[config.mk]
export PLATFORM = sky130hd
export DESIGN_NAME = uart_tx
export DESIGN_NICKNAME = d
export VERILOG_FILES = /design/src/rtl/uart_pkg.sv /design/src/rtl/uart_tx.sv
export SDC_FILE = /design/constraint.sdc
export NUM_CORES = 1
export LEC_CHECK = 0
export ABC_CLOCK_PERIOD_IN_PS = 2300
export CORE_ASPECT_RATIO = 1.4
export CORE_UTILIZATION = 53
export DETAILED_ROUTE_END_ITERATION = 8
export MAX_ROUTING_LAYER = met4
export PLACE_DENSITY = 0.79
export SLEW_MARGIN = 5
export SYNTH_ARGS = -nofsm -noshare
export SYNTH_HDL_FRONTEND = slang
export SYNTH_SLANG_ARGS = --single-unit
[constraint.sdc]
create_clock -name i_clock -period 2.3 [get_ports i_clock]
set_clock_uncertainty 0.15 [all_clocks]
set_input_delay 0.46 -clock i_clock [delete_from_list [all_inputs] [get_ports i_clock]]
set_output_delay 0.46 -clock i_clock [all_outputs]
set_load 0.02 [all_outputs]
[src/rtl/uart_pkg.sv]
// Shared UART definitions used by both the transmitter and the receiver.
// Holds the common frame defaults, the one-hot state encoding and a counter-width helper.
package uart_pkg;

    localparam int UART_OVERSAMPLE = 16;
    localparam int UART_DATA_BITS  = 8;

    typedef enum logic [3:0] {
        ST_IDLE  = 4'b0001,
        ST_START = 4'b0010,
        ST_DATA  = 4'b0100,
        ST_STOP  = 4'b1000
    } uart_state_e;

    // Minimum one bit so a degenerate count of 1 still yields a legal vector.
    function automatic int cnt_width(input int n);
        return (n > 1) ? $clog2(n) : 1;
    endfunction

endpackage

[src/rtl/uart_tx.sv]
// UART transmitter: start bit, DATA_BITS data bits LSB first, stop period, all timed on the
// shared oversample baud tick. Every output is a flop so the serial line never glitches.
module uart_tx
    import uart_pkg::*;
#(
    parameter int DATA_BITS  = UART_DATA_BITS,
    parameter int OVERSAMPLE = UART_OVERSAMPLE,
    parameter int STOP_TICKS = 16
) (
    input  logic                 i_clock,
    input  logic                 i_reset_n,
    input  logic                 i_tick,
    input  logic                 i_tx_start,
    input  logic [DATA_BITS-1:0] i_tx_data,
    output logic                 o_tx_serial,
    output logic                 o_tx_busy,
    output logic                 o_tx_done
);

    localparam int TICK_W = cnt_width((OVERSAMPLE > STOP_TICKS) ? OVERSAMPLE : STOP_TICKS);
    localparam int BIT_W  = cnt_width(DATA_BITS);

    localparam logic [TICK_W-1:0] BIT_LAST_TICK  = TICK_W'(OVERSAMPLE - 1);
    localparam logic [TICK_W-1:0] STOP_LAST_TICK = TICK_W'(STOP_TICKS - 1);
    localparam logic [BIT_W-1:0]  LAST_BIT       = BIT_W'(DATA_BITS - 1);
    localparam logic [TICK_W-1:0] TICK_ONE       = TICK_W'(1);
    localparam logic [BIT_W-1:0]  BIT_ONE        = BIT_W'(1);

    uart_state_e          state, state_nx;
    logic [TICK_W-1:0]    tick_cnt, tick_cnt_nx;
    logic [BIT_W-1:0]     bit_cnt, bit_cnt_nx;
    logic [DATA_BITS-1:0] shift, shift_nx;
    logic                 serial_nx, busy_nx, done_nx;

    always_ff @(posedge i_clock or negedge i_reset_n) begin
        if (!i_reset_n) begin
            state       <= ST_IDLE;
            tick_cnt    <= '0;
            bit_cnt     <= '0;
            shift       <= '0;
            o_tx_serial <= 1'b1;
            o_tx_busy   <= 1'b0;
            o_tx_done   <= 1'b0;
        end else begin
            state       <= state_nx;
            tick_cnt    <= tick_cnt_nx;
            bit_cnt     <= bit_cnt_nx;
            shift       <= shift_nx;
            o_tx_serial <= serial_nx;
            o_tx_busy   <= busy_nx;
            o_tx_done   <= done_nx;
        end
    end

    always_comb begin
        state_nx    = state;
        tick_cnt_nx = tick_cnt;
        bit_cnt_nx  = bit_cnt;
        shift_nx    = shift;
        done_nx     = 1'b0;

        case (state)
            // A tick coinciding with accept is deliberately not counted.
            ST_IDLE: begin
                if (i_tx_start) begin
                    shift_nx    = i_tx_data;
                    tick_cnt_nx = '0;
                    bit_cnt_nx  = '0;
                    state_nx    = ST_START;
                end
            end
            ST_START: begin
                if (i_tick) begin
                    if (tick_cnt == BIT_LAST_TICK) begin
                        tick_cnt_nx = '0;
                        state_nx    = ST_DATA;
                    end else begin
                        tick_cnt_nx = tick_cnt + TICK_ONE;
                    end
                end
            end
            ST_DATA: begin
                if (i_tick) begin
                    if (tick_cnt == BIT_LAST_TICK) begin
                        tick_cnt_nx = '0;
                        shift_nx    = shift >> 1;
                        if (bit_cnt == LAST_BIT) state_nx = ST_STOP;
                        else                     bit_cnt_nx = bit_cnt + BIT_ONE;
                    end else begin
                        tick_cnt_nx = tick_cnt + TICK_ONE;
                    end
                end
            end
            ST_STOP: begin
                if (i_tick) begin
                    if (tick_cnt == STOP_LAST_TICK) begin
                        tick_cnt_nx = '0;
                        state_nx    = ST_IDLE;
                        done_nx     = 1'b1;
                    end else begin
                        tick_cnt_nx = tick_cnt + TICK_ONE;
                    end
                end
            end
            default: begin
                state_nx    = ST_IDLE;
                tick_cnt_nx = '0;
                bit_cnt_nx  = '0;
            end
        endcase

        // Line level is decoded from the next state so the serial flop changes with the state.
        case (state_nx)
            ST_START: serial_nx = 1'b0;
            ST_DATA:  serial_nx = shift_nx[0];
            default:  serial_nx = 1'b1;
        endcase
        busy_nx = (state_nx != ST_IDLE);
    end

endmodule

==> impl_metrics.json, run 1 <==
{
  "status": "complete, no violations",
  "endpoint_kind": "flip-flop",
  "synth_edf_count": 0,
  "max_clock_freq_mhz": 484,
  "total_wire_length_um": 2230,
  "synth_seq_area_share": 0.468,
  "multi_input_area_um2": 551,
  "asr_flop_ratio_synth": 1.00,
  "setup_repair_after_global_routing_missed_its_margin": "false",
  "cts-resized-gates": 0,
  "syn_to_final_growth_pct": 13.8,
  "most_frequent_cells_after_synthesis": "sky130_fd_sc_hd__dfrtp_1, sky130_fd_sc_hd__a22oi_1, sky130_fd_sc_hd__o2bb2ai_1",
  "cts_max_path_buffers": 2,
  "cts.root.buffer_cell": "sky130_fd_sc_hd__clkbuf_4",
  "min-delay-path-class": "input pin to asynchronous set/reset pin",
  "drt_pre_antenna_iters": 4,
  "setup-tns-final_ps": 0,
  "cts_inserted_buffers": 3,
  "endpoints_failing_setup": 0,
  "grt_antenna_before_repair": 0,
  "floorplan.die_area_um2": 2420,
  "grt_start_max_net_pins": 23,
  "crit_path_top_delay_cell": "sky130_fd_sc_hd__or4b_4",
  "antenna_cells_inserted": 0,
  "post-dp-hpwl_um": 1610,
  "critical_path.cell_chain": "or4b_4 -> mux2i_1 -> nand2b_1 -> a32o_1",
  "ir_worst_vdd_v": 0.000426,
  "port_buffers": 14,
  "ff_latch_area_um2": 553,
  "via_count": 898,
  "syn_inst": 102,
  "setup.worst_path.start_class": "flip-flop",
  "worstSkewPairLatency_ps": 300,
  "worst_r2r_path_depth": 4,
  "critical_path_buf_inv_count": 0,
  "synthDistinctLibCells": 39,
  "cts-hold-fix-buffers": 0,
  "worst-endpoint-required_ps": 2360,
  "post-synth-top-count-cell": "sky130_fd_sc_hd__dfrtp_1",
  "critical_path_type": "flip-flop to flip-flop",
  "clkTransAtPathRegs_ps": 120,
  "power.static_leakage_nw": 0.572,
  "io_pins": 15,
  "placementRows": 19,
  "clock_sink_count": 22,
  "drcViolationCount": 0,
  "mapped_nets": 117,
  "slew_headroom": 0.745,
  "post-cts-setup-buffer-count": 0,
  "drv_cap": 0,
  "place_congestion": 0.807,
  "finalHoldViolCount": 0,
  "yosysTopAreaCellShare": 0.424,
  "ant_nets": 0,
  "worstMarginPinSlew_ps": 381,
  "slew_viol_final": 0,
  "layout.filler_cells": 160,
  "grt_remaining_overflow": 0,
  "grt_pass1_vias": 902,
  "synth.ff_latch_count": 22,
  "post_drt_via_cell_ratio": 6.60,
  "crit_path_max_incr_delay_ps": 620,
  "yosys_most_used_dff": "sky130_fd_sc_hd__dfrtp_1",
  "floorplan.initialDensity": 0.585,
  "main_area_contributors_after_synthesis": "sky130_fd_sc_hd__dfrtp_1, sky130_fd_sc_hd__dfstp_2, sky130_fd_sc_hd__o2bb2ai_1, sky130_fd_sc_hd__a22oi_1, sky130_fd_sc_hd__a22o_1",
  "critical_path_peak_fanout": 11,
  "placeableCoreArea_um2": 2020,
  "worst_hold_slack_ps": 335,
  "critical-path-top-delay-family": "simple AND/OR/NAND/NOR gates",
  "avgRoutedWirePerCell_um": 16.4,
  "power.density_cell_area_nw_per_um2": 950,
  "floorplan.die.height_um": 57.9,
  "fin_crit_sh": 0.899,
  "worstReg2RegStart": "state[1]",
  "cts_tree": "yes",
  "critPathArrivalTime_ps": 2120,
  "drt_iter0_markers": 26,
  "yosysTopAreaCell": "sky130_fd_sc_hd__dfrtp_1",
  "fin_crit_period_ps": 2070,
  "grtUsageTotal": 0.210,
  "avgSynthCellArea_um2": 11.6,
  "yosysWarningCount": 0,
  "drive_gt1_frac": 0.148,
  "crit-reg2reg-capture": "shift[7]",
  "ctsHtreeMaxLevel": 1,
  "grt_first_pass_wirelength_um": 3870,
  "setup.reg_to_reg.worst_slack_ps": 230,
  "design.final.nets": 131,
  "synth_area_um2": 1180,
  "fp.dieW_um": 41.9
}
[cell families after synthesis]
logic type,Yosys count,share of synthesized area
buf+inv,12,0.0657
flops,22,0.468
simple gates,26,0.163
mux,4,0.0371
compound gates,34,0.227
fa+ha+maj,3,0.0318
xor+xnor,1,0.00742
[cell type report]
cell class | count | area share
flip-flops and latches | 22 | 0.412
multi-input cells | 68 | 0.410
repair buffers | 17 | 0.121
clock buffers | 4 | 0.0270
well taps | 21 | 0.0196
inverters | 4 | 0.0112
[per-layer routing]
metal,wire length [µm],up-vias,GRT usage
met5,0,-,-
met4,33,0,0.0968
met3,78,4,0.0218
met2,1130,22,0.355
met1,978,451,0.252
li1,-,421,-
[sequential cells by signal, summed over array words and instances, names as in the netlist]
name and cells:
bit_cnt 3, o_tx_busy 1, o_tx_done 1, o_tx_serial 1
shift 8, state 4, tick_cnt 4
[power by group]
part | internal [W] | switching, W
Clock | 0.0000966 | 0.000112
Sequential | 0.000502 | 0.0000966
Combinational | 0.000231 | 0.000236
[how the worst max path moves through the flow]
stage	startpoint	to	cells after the start
after global placement	i_tx_start	o_tx_serial	4
final	state[1]	shift[7]	4
after detailed placement	i_tx_start	shift[0]	4
after floorplan	state[0]	shift[7]	7
after CTS	state[1]	shift[7]	4
after global routing	state[0]	tick_cnt[1]	5
[placed cells by master, fill, tap and decap left out, types with 2 or more instances in the layout]
master,synthesis,routed
sky130_fd_sc_hd__a211oi_1,2,2
sky130_fd_sc_hd__a21oi_1,3,3
sky130_fd_sc_hd__a22o_1,5,5
sky130_fd_sc_hd__a22oi_1,6,6
sky130_fd_sc_hd__a31oi_1,2,2
sky130_fd_sc_hd__and4_1,2,2
sky130_fd_sc_hd__buf_4,2,3
sky130_fd_sc_hd__clkbuf_4,0,3
sky130_fd_sc_hd__clkdlybuf4s50_1,0,14
sky130_fd_sc_hd__dfrtp_1,20,20
sky130_fd_sc_hd__dfstp_2,2,2
sky130_fd_sc_hd__ha_1,3,3
sky130_fd_sc_hd__inv_1,4,4
sky130_fd_sc_hd__mux2_2,3,3
sky130_fd_sc_hd__nand2b_1,2,2
sky130_fd_sc_hd__nand3b_1,3,3
sky130_fd_sc_hd__nor2_1,4,4
sky130_fd_sc_hd__nor2b_1,3,3
sky130_fd_sc_hd__nor3_1,2,2
sky130_fd_sc_hd__nor4b_2,2,2
sky130_fd_sc_hd__o21a_1,2,2
sky130_fd_sc_hd__o221ai_1,3,3
sky130_fd_sc_hd__o2bb2ai_1,6,6
[worst register-to-register path: stages (launching register included)]
cell	delay [ps]
sky130_fd_sc_hd__dfrtp_1	520
sky130_fd_sc_hd__or4b_4	630
sky130_fd_sc_hd__mux2i_1	160
sky130_fd_sc_hd__nand2b_1	260
sky130_fd_sc_hd__a32o_1	250
[through the flow]
step / total power (W) / cells / cell area (µm²) / setup slack, ps / utilization
2_1_floorplan: 0.000955 / 102 / 1180 / 362 / -
3_3_place_gp: 0.00106 / 132 / 1310 / 193 / 0.647
3_5_place_dp: 0.00107 / 132 / 1310 / 154 / 0.647
4_1_cts: 0.00128 / 136 / 1340 / 258 / 0.665
5_1_grt: 0.00135 / 136 / 1340 / 151 / 0.665
6_report: 0.00128 / 136 / 1340 / 233 / 0.665
Note: power is estimated with default switching activity, not from simulation.
==> run 2, diff against run 1 <==
==> constraint.sdc (replaced) <==
create_clock -name i_clock -period 2.3 [get_ports i_clock]
set_clock_uncertainty 0.15 [all_clocks]
set_input_delay 0.23 -clock i_clock [delete_from_list [all_inputs] [get_ports i_clock]]
set_output_delay 0.23 -clock i_clock [all_outputs]
set_load 0.02 [all_outputs]
==> impl_metrics.json, run 2 (same netlist as run 1, synthesis figures left out) <==
{
  "min-delay-path-class": "input pin to asynchronous set/reset pin",
  "worstMarginPinSlew_ps": 446,
  "critical_path.cell_chain": "or4b_4 -> mux2i_1 -> nand2b_1 -> a32o_1",
  "leading_cell_types_in_the_layout_fill_and_taps_excluded": "sky130_fd_sc_hd__dfrtp_1, sky130_fd_sc_hd__clkdlybuf4s50_1, sky130_fd_sc_hd__a22oi_1, sky130_fd_sc_hd__o2bb2ai_1",
  "worstReg2RegStart": "state[1]",
  "cts_max_path_buffers": 2,
  "syn_to_final_growth_pct": 15.0,
  "power.clock.fraction": 0.163,
  "floorplan.initialDensity": 0.585,
  "worst-endpoint-required_ps": 2370,
  "grt_antenna_before_repair": 0,
  "power.share.sequential": 0.454,
  "clock_sink_count": 22,
  "fp.dieW_um": 41.9,
  "setup_repair_after_global_routing_missed_its_margin": "false",
  "biggestRegsByFlops": "shift: 8 flops, state: 4 flops, tick_cnt: 4 flops",
  "status": "complete, no violations",
  "worstSkewPairLatency_ps": 320,
  "grt_first_pass_wirelength_um": 4110,
  "use_met1": 0.258,
  "power.static_leakage_nw": 0.581,
  "critical-path-top-delay-family": "simple AND/OR/NAND/NOR gates",
  "post_drt_via_cell_ratio": 6.39,
  "total_power_w": 0.00131,
  "grt_busiest_layer": "met2",
  "fin_util": 0.672,
  "critPathArrivalTime_ps": 2180,
  "ctsHtreeMaxLevel": 1,
  "drcViolationCount": 0,
  "layout.filler_cells": 162,
  "via_count": 882,
  "max_clock_freq_mhz": 475,
  "slew_headroom": 0.703,
  "fin_crit_sh": 0.914,
  "drv_cap": 0,
  "comb_power_share": 0.383,
  "critical_path_type": "flip-flop to flip-flop",
  "floorplan.die_area_um2": 2420,
  "endpoint_kind": "flip-flop",
  "crit_path_top_delay_cell": "sky130_fd_sc_hd__or4b_4",
  "worst_hold_slack_ps": 89.0,
  "cts-hold-fix-buffers": 0,
  "setup-tns-final_ps": 0,
  "worstSetupStartpoint": "state[1]",
  "post-dp-hpwl_um": 1730,
  "design.final.nets": 133,
  "antenna_cells_inserted": 0,
  "cts.root.buffer_cell": "sky130_fd_sc_hd__clkbuf_4",
  "largest_register_ff_count": 8,
  "slew_viol_final": 0,
  "grt_remaining_overflow": 0,
  "placeableCoreArea_um2": 2020,
  "crit_path_max_incr_delay_ps": 620,
  "fin_crit_period_ps": 2100,
  "p_sw_w": 0.000464,
  "grt_start_max_net_pins": 23,
  "floorplan.die.height_um": 57.9,
  "total_wire_length_um": 2340,
  "use_met3": 0.0312,
  "placementRows": 19,
  "post-cts-setup-buffer-count": 0,
  "clkTransAtPathRegs_ps": 120,
  "drt_iter0_markers": 18,
  "place_congestion": 0.819,
  "power.density_cell_area_nw_per_um2": 968,
  "finalHoldViolCount": 0,
  "drt_pre_antenna_iters": 4,
  "grtUsageTotal": 0.233,
  "io_pins": 15,
  "registers.top_by_ff_count": "shift",
  "critical_path_peak_fanout": 11,
  "mostFrequentLayoutCell": "sky130_fd_sc_hd__dfrtp_1",
  "endpoints_failing_setup": 0,
  "multi_input_area_um2": 551,
  "avgRoutedWirePerCell_um": 17.0,
  "cts_inserted_buffers": 3,
  "cts_tree": "yes",
  "global_route.usage.met2": 0.382,
  "drive_gt1_frac": 0.162,
  "setup.worst_path.start_class": "flip-flop",
  "ir_worst_vdd_v": 0.000537,
  "internal_power_w": 0.000851,
  "grt_pass1_vias": 941,
  "ant_nets": 0,
  "ff_latch_area_um2": 553,
  "netSwitchingFraction": 0.353,
  "critical_path_buf_inv_count": 0,
  "cts-resized-gates": 0,
  "port_buffers": 14
}
## run 2: cell types whose count changed in the layout (fill, tap and decap cells not counted), sizes merged
| cell | change |
|---|---|
| buf | +2 |
## run 2: final cells by class
class / instances / share of cell area
clock buffer: 4 / 0.0267
multi-input combinational: 68 / 0.405
tap: 21 / 0.0193
sequential: 22 / 0.407
timing repair buffer: 19 / 0.131
inverter: 4 / 0.0110
## run 2: power by group through the flow
stage | logic, W | clock network (W) | registers [W]
detailed placement | 0.000499 | 0 | 0.000604
global route | 0.000556 | 0.000231 | 0.000612
CTS | 0.000502 | 0.000224 | 0.000595
floorplan | 0.000386 | 0 | 0.000569
global placement | 0.000479 | 0 | 0.000597
finish | 0.000503 | 0.000214 | 0.000597
## run 2: per-layer routing
layer  share of wire  wire length [µm]
met5               0                 0
met4           0.028                65
met3           0.032                74
met2            0.52              1220
met1            0.42               984
## run 2: path summary, 6_finish.rpt
kind | endpoint | slack, ps | cells past startpoint
max in group asynchronous | state[0] | 1630 | 2
min in group i_clock | shift[4] | 350 | 1
max | shift[7] | 200 | 4
max reg2reg | shift[7] | 200 | 4
min reg2reg | shift[4] | 350 | 1
min | shift[4] | 90 | 2
## run 2: stage by stage
step / instances / worst slack, ps / area, µm²
2_1_floorplan: 102 / 362 / 1180
3_3_place_gp: 134 / 297 / 1320
3_5_place_dp: 134 / 234 / 1320
4_1_cts: 138 / 223 / 1360
5_1_grt: 138 / 140 / 1360
6_report: 138 / 197 / 1360
## run 2: worst reg2reg max path, stage by stage (launching register included)
cell and delay [ps]:
sky130_fd_sc_hd__dfrtp_1 510, sky130_fd_sc_hd__or4b_4 620, sky130_fd_sc_hd__mux2i_1 170, sky130_fd_sc_hd__nand2b_1 300, sky130_fd_sc_hd__a32o_1 260
==> run 3, diff against run 2 <==
CORE_UTILIZATION = 30   (was 53)
PLACE_DENSITY = 0.5   (was 0.79)
==> impl_metrics.json, run 3 (same netlist as run 1, synthesis figures left out) <==
{
  "cts_tree": "yes",
  "cts.root.buffer_cell": "sky130_fd_sc_hd__clkbuf_8",
  "worst-endpoint-required_ps": 2300,
  "slew_viol_final": 0,
  "port_buffers": 14,
  "post-dp-hpwl_um": 1830,
  "placementRows": 26,
  "critPathArrivalTime_ps": 2080,
  "power.static_leakage_nw": 0.582,
  "leading_cell_types_in_the_layout_fill_and_taps_excluded": "sky130_fd_sc_hd__dfrtp_1, sky130_fd_sc_hd__clkdlybuf4s50_1, sky130_fd_sc_hd__a22oi_1, sky130_fd_sc_hd__o2bb2ai_1",
  "design.final.nets": 133,
  "biggestRegsByFlops": "shift: 8 flops, state: 4 flops, tick_cnt: 4 flops",
  "grt_start_max_net_pins": 23,
  "drt_pre_antenna_iters": 5,
  "syn_to_final_growth_pct": 17.7,
  "max_clock_freq_mhz": 481,
  "layout.filler_cells": 380,
  "finalHoldViolCount": 0,
  "status": "complete, no violations",
  "critical_path_peak_fanout": 11,
  "setup_repair_after_global_routing_missed_its_margin": "false",
  "endpoints_failing_setup": 0,
  "critical_path_type": "flip-flop to flip-flop",
  "clock_sink_count": 22,
  "cts-hold-fix-buffers": 0,
  "largest_register_ff_count": 8,
  "avgRoutedWirePerCell_um": 15.9,
  "final.setup.worst_slack_ps": 222,
  "via_count": 893,
  "fp.dieW_um": 55.0,
  "drive_gt1_frac": 0.155,
  "io_pins": 15,
  "mostFrequentLayoutCell": "sky130_fd_sc_hd__dfrtp_1",
  "place_congestion": 0.699,
  "fin_crit_sh": 0.904,
  "ant_nets": 0,
  "setup-tns-final_ps": 0,
  "worstSkewPairLatency_ps": 260,
  "ctsHtreeMaxLevel": 1,
  "worstMarginPinSlew_ps": 408,
  "min-delay-path-class": "input pin to asynchronous set/reset pin",
  "detailedPlace.worstSlack_ps": 233,
  "placeableCoreArea_um2": 3710,
  "antenna_cells_inserted": 0,
  "grt_first_pass_wirelength_um": 4010,
  "ff_latch_area_um2": 553,
  "ir_worst_vdd_v": 0.000434,
  "fin_crit_period_ps": 2080,
  "floorplan.initialDensity": 0.318,
  "grt_remaining_overflow": 0,
  "clkTransAtPathRegs_ps": 70,
  "floorplan.die.height_um": 76.2,
  "setup.worst_path.start_class": "flip-flop",
  "slew_headroom": 0.727,
  "drv_cap": 0,
  "power.density_cell_area_nw_per_um2": 958,
  "grtUsageTotal": 0.135,
  "multi_input_area_um2": 551,
  "cts_max_path_buffers": 2,
  "registers.top_by_ff_count": "shift",
  "drcViolationCount": 0,
  "worstSetupStartpoint": "state[1]",
  "post_drt_via_cell_ratio": 5.65,
  "cts_inserted_buffers": 3,
  "floorplan.die_area_um2": 4200,
  "worstReg2RegStart": "state[1]",
  "grt_antenna_before_repair": 0,
  "total_wire_length_um": 2520,
  "endpoint_kind": "flip-flop",
  "grt_pass1_vias": 885,
  "post-cts-setup-buffer-count": 0,
  "cts-resized-gates": 0,
  "drt_iter0_markers": 32
}
[run 3: cell count changes in the layout (fill, tap and decap cells not counted), sizes merged]
cell    before  now
clkbuf       4    3
[run 3: cell type report]
cell class | instances | area share
repair buffers | 19 | 0.128
multi-input cells | 68 | 0.396
flip-flops and latches | 22 | 0.398
clock buffers | 3 | 0.0297
well taps | 42 | 0.0378
inverters | 4 | 0.0108
[run 3: worst paths after layout]
path,cells after the start,end,slack [ps]
max,4,shift[7],220
min,2,shift[6],160
max reg2reg,4,shift[7],220
min reg2reg,1,shift[1],340
max in group asynchronous,2,o_tx_serial,1550
min in group i_clock,1,shift[1],340
[run 3: per-stage QoR]
step	cells	hold WS [ps]	cell area, µm²	utilization	total power [W]
after detailed placement	155	328	1350	0.364	0.00111
final	158	165	1390	0.375	0.00133
after global placement	155	323	1350	0.364	0.00110
after CTS	158	171	1390	0.375	0.00135
after floorplan	102	-216	1180	-	0.000955
after global routing	158	209	1390	0.375	0.00143
[run 3: power by group]
group | internal (W) | switching, W | leakage [nW] | total, W
Combinational | 0.000252 | 0.000252 | 0.275 | 0.000504
Sequential | 0.000503 | 0.0000930 | 0.285 | 0.000596
Clock | 0.000117 | 0.000115 | 0.0216 | 0.000232
Total | 0.000872 | 0.000460 | 0.582 | 0.00133
[run 3: metal layers]
| layer | part of all wire | routed length, µm | track usage |
|---|---|---|---|
| met5 | 0 | 0 | - |
| met4 | 0.021 | 53 | 0.0600 |
| met3 | 0.050 | 125 | 0.0240 |
| met2 | 0.49 | 1220 | 0.212 |
| met1 | 0.44 | 1120 | 0.164 |
[run 3: critical path, cell delays in order, from the launching register on]
cell                       delay (ps)
sky130_fd_sc_hd__dfrtp_1          500
sky130_fd_sc_hd__or4b_4           610
sky130_fd_sc_hd__mux2i_1          160
sky130_fd_sc_hd__nand2b_1         290
sky130_fd_sc_hd__a32o_1           260
